<file path="src/rtl/cdb_arbiter.sv">
// Common data bus arbiter: picks one of ALU / load-store / branch results per cycle
// and registers it onto the CDB; mispredicted branches bypass the round-robin order.
module cdb_arbiter #(
    parameter int rob_index_bits = 4
) (
    input  logic                      clk,
    input  logic                      rst,
    input  logic                      alu_req,
    input  logic [rob_index_bits-1:0] alu_tag,
    input  logic [31:0]               alu_data,
    input  logic                      ls_req,
    input  logic [rob_index_bits-1:0] ls_tag,
    input  logic [31:0]               ls_data,
    input  logic                      br_req,
    input  logic [rob_index_bits-1:0] br_tag,
    input  logic [31:0]               br_data,
    input  logic                      br_mispredict,
    input  logic                      rob_wb_ready,
    input  logic                      flush,
    output logic                      alu_gnt,
    output logic                      ls_gnt,
    output logic                      br_gnt,
    output logic                      cdb_valid,
    output logic [rob_index_bits-1:0] cdb_tag,
    output logic [31:0]               cdb_data,
    output logic [1:0]                cdb_src,
    output logic                      cdb_mispredict
);

    localparam logic [1:0] SRC_ALU = 2'd0;
    localparam logic [1:0] SRC_LS  = 2'd1;
    localparam logic [1:0] SRC_BR  = 2'd2;

    logic [1:0]                ptr_q, ptr_d;
    logic                      cdb_valid_q, cdb_valid_d;
    logic [rob_index_bits-1:0] cdb_tag_q, cdb_tag_d;
    logic [31:0]               cdb_data_q, cdb_data_d;
    logic [1:0]                cdb_src_q, cdb_src_d;
    logic                      cdb_mispredict_q, cdb_mispredict_d;

    logic [2:0]                req_vec;
    logic [2:0]                gnt_vec;
    logic                      arb_en;
    logic                      mp_win;
    logic                      grant;
    logic                      found;
    logic [1:0]                ptr_eff;
    logic [1:0]                win_src;
    logic [2:0]                cand_sum;
    logic [1:0]                cand;
    logic [rob_index_bits-1:0] win_tag;
    logic [31:0]               win_data;

    // Grant selection
    always_comb begin
        req_vec  = {br_req, ls_req, alu_req};
        arb_en   = !rst && !flush && rob_wb_ready;
        mp_win   = arb_en && br_req && br_mispredict;
        ptr_eff  = (ptr_q == 2'd3) ? SRC_ALU : ptr_q;
        gnt_vec  = 3'b000;
        win_src  = SRC_ALU;
        found    = 1'b0;
        cand_sum = 3'd0;
        cand     = 2'd0;
        if (mp_win) begin
            gnt_vec = 3'b100;
            win_src = SRC_BR;
        end else if (arb_en) begin
            for (int k = 0; k < 3; k++) begin
                cand_sum = {1'b0, ptr_eff} + 3'(k);
                cand     = (cand_sum >= 3'd3) ? 2'(cand_sum - 3'd3)
                                              : cand_sum[1:0];
                if (!found && req_vec[cand]) begin
                    found         = 1'b1;
                    gnt_vec[cand] = 1'b1;
                    win_src       = cand;
                end
            end
        end
        grant = |gnt_vec;
    end

    always_comb begin
        alu_gnt = gnt_vec[0];
        ls_gnt  = gnt_vec[1];
        br_gnt  = gnt_vec[2];
    end

    always_comb begin
        win_tag  = alu_tag;
        win_data = alu_data;
        case (win_src)
            SRC_LS: begin
                win_tag  = ls_tag;
                win_data = ls_data;
            end
            SRC_BR: begin
                win_tag  = br_tag;
                win_data = br_data;
            end
            default: begin
                win_tag  = alu_tag;
                win_data = alu_data;
            end
        endcase
    end

    // Mispredict overrides leave the round-robin pointer untouched
    always_comb begin
        ptr_d = ptr_q;
        if (rst || flush) begin
            ptr_d = SRC_ALU;
        end else if (grant && !mp_win) begin
            ptr_d = (win_src == SRC_BR) ? SRC_ALU : 2'(win_src + 2'd1);
        end
    end

    always_comb begin
        cdb_valid_d      = 1'b0;
        cdb_tag_d        = cdb_tag_q;
        cdb_data_d       = cdb_data_q;
        cdb_src_d        = cdb_src_q;
        cdb_mispredict_d = cdb_mispredict_q;
        if (flush) begin
            cdb_mispredict_d = 1'b0;
        end else if (grant) begin
            cdb_valid_d      = 1'b1;
            cdb_tag_d        = win_tag;
            cdb_data_d       = win_data;
            cdb_src_d        = win_src;
            cdb_mispredict_d = mp_win;
        end
    end

    always_ff @(posedge clk) begin
        if (rst) begin
            ptr_q            <= SRC_ALU;
            cdb_valid_q      <= 1'b0;
            cdb_tag_q        <= '0;
            cdb_data_q       <= 32'd0;
            cdb_src_q        <= SRC_ALU;
            cdb_mispredict_q <= 1'b0;
        end else begin
            ptr_q            <= ptr_d;
            cdb_valid_q      <= cdb_valid_d;
            cdb_tag_q        <= cdb_tag_d;
            cdb_data_q       <= cdb_data_d;
            cdb_src_q        <= cdb_src_d;
            cdb_mispredict_q <= cdb_mispredict_d;
        end
    end

    assign cdb_valid      = cdb_valid_q;
    assign cdb_tag        = cdb_tag_q;
    assign cdb_data       = cdb_data_q;
    assign cdb_src        = cdb_src_q;
    assign cdb_mispredict = cdb_mispredict_q;

endmodule

</file>
<file path="config.mk">
export PLATFORM = sky130hd
export DESIGN_NAME = cdb_arbiter
export DESIGN_NICKNAME = d
export VERILOG_FILES = /design/src/rtl/cdb_arbiter.sv
export SDC_FILE = /design/constraint.sdc
export NUM_CORES = 1
export LEC_CHECK = 0
export ABC_AREA = 1
export ABC_CLOCK_PERIOD_IN_PS = 7500
export BUFFER_PORTS_ARGS = -buffer_cell sky130_fd_sc_hd__buf_4
export CORE_ASPECT_RATIO = 1.25
export CORE_MARGIN = 8
export CORE_UTILIZATION = 35
export DETAILED_ROUTE_END_ITERATION = 6
export GPL_ROUTABILITY_DRIVEN = 0
export HOLD_SLACK_MARGIN = 0.02
export PLACE_DENSITY = 0.77
export SLEW_MARGIN = 15
export SYNTH_ARGS = -nofsm -noshare
export SYNTH_HDL_FRONTEND = slang
export SYNTH_SLANG_ARGS = --single-unit
</file>
<file path="constraint.sdc">
create_clock -name clk -period 7.5 [get_ports clk]
set_clock_uncertainty 0.2 [all_clocks]
set_input_delay 0.75 -clock clk [delete_from_list [all_inputs] [get_ports clk]]
set_output_delay 0.75 -clock clk [all_outputs]
set_load 0.05 [all_outputs]
</file>
; Word-level counts from Yosys, hierarchy flattened
; Index checks and enable logic that the tools add are counted.
[totals]
word_cells = 87
out_inout_bits = 43
in_bits = 116
reg_bits = 42
[op_classes]
eq_ne = 3
bitwise = 3
add_sub_neg = 6
reduce_logical = 20
order_cmp = 9
mux = 40
[ops]
columns = operator, n
row1 = $pmux 32 s2, 1
row2 = $mux 3, 9
row3 = $mux 2, 10
row4 = $mux 1, 13
row5 = $logic_and 1x1->1, 10
row6 = $lt 2x3->1 const B, 3
row7 = $pmux 4 s2, 1
row8 = $bmux 1 s2, 3
row9 = $demux 1 s2, 3
row10 = $ge 2x1->1 const B, 3
row11 = $ge 3x2->1 const B, 2
row12 = $or 3x3->3, 2
row13 = $sub 2x2->2 const B, 3
row14 = $logic_not 1->1, 5
row15 = $eq 2x2->1 const B, 2
row16 = $reduce_or 2->1, 2
row17 = $add 2x1->3 const B, 1
row18 = $add 2x2->3 const B, 1
row19 = $reduce_or 3->1, 1
row20 = $add 2x1->2 const B, 1
row21 = $eq 2x1->1 const B, 1
row22 = $ge 2x2->1 const B, 1
row23 = $reduce_and 2->1, 1
row24 = $logic_or 1x1->1, 1
row25 = $not 1->1, 1

; Depth between registers and ports, before layout
[logic_depth]
depth_word = 21
mapped_depth = 21
depth_no_buf = 19

; Least setup slack after synthesis
; Ideal clock, no wire load.
[synth_timing]
kind = register to register
start = register ptr_q[0]
end = register cdb_data_q[1], in the netlist cdb_data[1]
synth_period_minus_slack_ns = 2.825
stages_incl_launch_ff = 18
n_path_buf = 2
slack_ns = 4.675
t_arrival_ns = 2.511
required_time_ns = 7.186
cell_sequence = dfxtp_1 > inv_1 > ha_1 > inv_2 > nor3_2 > inv_1 > nand2_1 > nand3_1 > o211ai_1 > nand2_1 > ha_1 > clkbuf_1 > clkbuf_1 > nand3_1 > o21ai_0 > nand2_1 > nand2_1 > nor2_1
[synth_between]
elab_chain_cells = 21
[synth_rtl]
columns = element, line
row1 = from (decl), 34  ; logic [1:0] ptr_q, ptr_d;
row2 = from (signal assigned), 144  ; ptr_q <= ptr_d;
row3 = $eq 2x2->1, 59  ; ptr_eff = (ptr_q == 2'd3) ? SRC_ALU : ptr_q;
row4 = $mux 2 (*), 59
row5 = $sub 2x2->2 / $ge 2x2->1 (equally long branches), 71  ; cand = (cand_sum >= 3'd3) ? 2'(cand_sum - 3'd3)
row6 = $mux 2, 71
row7 = $lt 2x3->1 (implied by the code) (tied with other cells), 75  ; gnt_vec[cand] = 1'b1;
row8 = $logic_and 1x1->1 (implied by the code) / $mux 1 (equally long branches), "75, 73"
row9 = $mux 1 (on tied branches), "75, 73"
row10 = $demux 1 s2 / $mux 1 (equally long branches), "75, 68"
row11 = [... 5 more ...], -
row12 = $mux 3 / $mux 1 (equally long branches), "68, 65"
row13 = $mux 3 / $logic_not 1->1 (equally long branches), "65, 73"
row14 = $or 3x3->3 (no source line) / $logic_and 1x1->1 (equally long branches), -
row15 = $mux 3 / $mux 2 (equally long branches), 73  ; if (!found && req_vec[cand]) begin
row16 = $mux 3 / $mux 2 (equally long branches), 68  ; end else if (arb_en) begin
row17 = $mux 3 / $mux 2 (equally long branches), 65  ; if (mp_win) begin
row18 = $reduce_or 3->1 (tied with other cells), 80  ; grant = |gnt_vec;
row19 = $reduce_and 2->1 (no source line) / $pmux 32 s2 (equally long branches), -
row20 = to (signal assigned), 147  ; cdb_data_q <= cdb_data_d;
row21 = to (decl), 37  ; logic [31:0] cdb_data_q, cdb_data_d;
; Every way passes the cells marked *; elsewhere a longest branch is shown, timed or not. The select of a mux whose other input is x is not followed.
; A chain may end at the register's enable or synchronous reset.

; Worst setup path in the final report
[layout_timing]
start = register ptr_q[0]
end = register cdb_data_q[30], in the netlist cdb_data[30]
; Same word-level chain as after synthesis.

==> run metrics <==
Core ar. 7700 um2; Critical path buffers and inverters 3; Final Cycle Share 47.8%; Row Count 36; Peak VDD IR 0.106 mV; Synth Cell Area 2730 um2; syn nets 581; Core Util, Final 52.0%; Detailed Route Iter0 Violations 145; CP Class flop to flop; IO Port Bufs 158; Reg clk slew, reported paths 80 ps; commonest cells after routing, fill and taps aside 160 x buf_4, 153 x nand2_1, 58 x nor2_1; vias in the first global route 3156; min Tclk post-route 3590 ps; number of synthesized register bits 42; met3 wire length 667 um; die area 10900 um2; area delta synth->final 46.8%; Clock Root Buffer clkbuf_8; Max Clock Freq 279 MHz; Cells after DPL 685; Fillers 808; Slew Viols, Final 0; antenna violations before repair 0; post-route ant nets 0; Seq/Total Area, Yosys 30.8%; cells resized by post-CTS repair 0; DP Worst Slack 3960 ps; Metal-1 WL 3320 um; DRT Wirelength 8840 um; RR Endpoint cdb_data[30]; Rel. slew slack 29.9%; crit path DAT 3570 ps; Post-Synthesis Cells 457; Die Wd 95.0 um; DRC violations left 0; Top Layer Used met4; Post-Syn Area per Cell 5.97 um2; Slowest Stage Delay on Critical Path 1040 ps; # H-tree levels 2; Total GRT Usage 15.8%; drt first pass iters 4; timing endpoint of the critical path cdb_data[30]; first-pass GRT wire length 14200 um; clock latency on the worst-skew pair 280 ps; placed instance area 3890 um2; fin cells 692; Crit. End Element flop; reg2reg path depth 17; worst setup path startpoint ptr_q[0]; setup ws final 3910 ps; layout cell share with drive strength beyond 1 30.2%; commonest non-fill, non-tap cell in the layout buf_4; status finished, final reports clean; Hold Path Origin cdb_data[22]; family with the most delay on the worst path adder cells; CTS tree yes; Worst path slowest cell ha_2; Starting Density 35.4%; CP startpoint kind flop; Crit path depth 17; Max-Cap Viols 0; # setup viols final 0; most used cell, CP nand2_1; routed via count 3257; # hold bufs at CTS 0; pin count of the biggest net entering global routing 81; unrepaired setup endpoints after global routing false; multi-input logic area 1570 um2; HP Class flop to flop; DR WL met2 4730 um; nets 721; Post-CTS Setup Bufs 0; Sink Count 42; Num CTS Buffers 5; crit-path cells inv_1 -> ha_1 -> inv_2 -> nand2_1 -> nand3_1 -> nand2_1 -> nand2_1 -> nand2_1 -> o21ai_0 -> nand2_1 -> nand2_1 -> ha_2 -> nand3_1 -> o21ai_0 -> nand2_1 -> inv_1 -> nor2_1; R2R Path Start ptr_q[0]; post-DR vias/cell 4.71; R2R setup slack 3910 ps; Cell variety after synth 22; WP data required 7480 ps; setup TNS 0 ps; wire length per cell 12.8 um; ant diodes 0; synth warn 0; FF+latch area 841 um2; GRT Residual Overflow 0; Slew @ Worst Pin 1050 ps; die height 115 um; I/O pin count 159; Hold Violations, Final 0; design area 4010 um2; dpl hpwl 6900 um; pwr dens 170 nW/um2; Leak 2.02 nW; worst-path maximum fanout 72; clock buffer depth 2
routing by layer:
layer | up-vias | global-route usage, %
li1 | 1710 | -
met1 | 1435 | 16.7
met2 | 101 | 28.9
met3 | 11 | 4.99
met4 | 0 | 4.28
met5 | - | 0
state kept, by name, summed over array words and instances (netlist names):
register / cells
cdb_valid: 1
cdb_src: 2
cdb_tag: 4
ptr_q: 2
cdb_mispredict: 1
cdb_data: 32
worst register-to-register path: cells and delay by family, from the launching register on:
family / cells / cell delay, ps
AND/OR/NAND/NOR: 10 / 970
flip-flops: 1 / 390
buffers and inverters: 3 / 260
adder cells (fa/ha/maj): 2 / 1450
AO/OA/AOI/OAI: 2 / 230
Yosys cell counts:
master / instances / area share, %
nand3_4: 1 / 0.64
buf_4: 1 / 0.28
nor3_2: 1 / 0.37
clkinv_1: 3 / 0.41
nand2_1: 153 / 21
inv_2: 3 / 0.41
nor2_1: 58 / 8.0
a21oi_1: 5 / 0.92
o211ai_1: 2 / 0.55
inv_1: 37 / 5.1
clkbuf_1: 19 / 2.6
nand2_2: 4 / 0.92
buf_6: 7 / 2.9
dfxtp_1: 42 / 31
o21ai_2: 1 / 0.32
nand3_1: 50 / 9.2
ha_1: 8 / 3.7
o21ai_1: 9 / 1.7
nand2_4: 1 / 0.41
nand3_2: 1 / 0.37
nand4_1: 2 / 0.46
o21ai_0: 49 / 9.0
logic make-up after synthesis:
| group | Yosys count | share of synthesized area, % |
|---|---|---|
| adders and majority gates | 8 | 3.67 |
| and+or+nand+nor | 271 | 41.4 |
| buffers and inverters | 70 | 11.7 |
| AOI/OAI and AO/OA | 66 | 12.4 |
| DFF | 42 | 30.8 |
power by group:
group | total [mW] | leakage (nW) | switching (mW) | internal, mW
sequential | 0.253 | 0.344 | 0.0102 | 0.243
combinational | 0.250 | 1.62 | 0.153 | 0.0967
clock | 0.179 | 0.0573 | 0.0729 | 0.107
metrics by stage:
| step | hold WS, ps | total power, mW |
|---|---|---|
| after floorplan | 303 | 0.418 |
| after global placement | 264 | 0.505 |
| after detailed placement | 272 | 0.510 |
| after CTS | 288 | 0.691 |
| after global routing | 306 | 0.723 |
| final | 286 | 0.683 |
how the worst min path moves through the flow:
| stage | end | slack, ps | depth (start not counted) |
|---|---|---|---|
| detailed placement | cdb_data[3] | 270 | 2 |
| CTS | cdb_data[22] | 290 | 2 |
| global placement | cdb_data[22] | 260 | 2 |
| floorplan | ptr_q[1] | 300 | 2 |
| global route | cdb_data[22] | 310 | 2 |
| finish | cdb_data[22] | 290 | 2 |
cell type report:
| cell class | instances | area share (%) |
|---|---|---|
| Timing Repair Buffer | 160 | 30.0 |
| Inverter | 43 | 4.03 |
| Clock inverter | 1 | 0.750 |
| Sequential cell | 42 | 21.0 |
| Tap cell | 95 | 2.97 |
| Clock buffer | 6 | 2.06 |
| Multi-Input combinational cell | 345 | 39.2 |
Power figures use the tool's default switching activity.
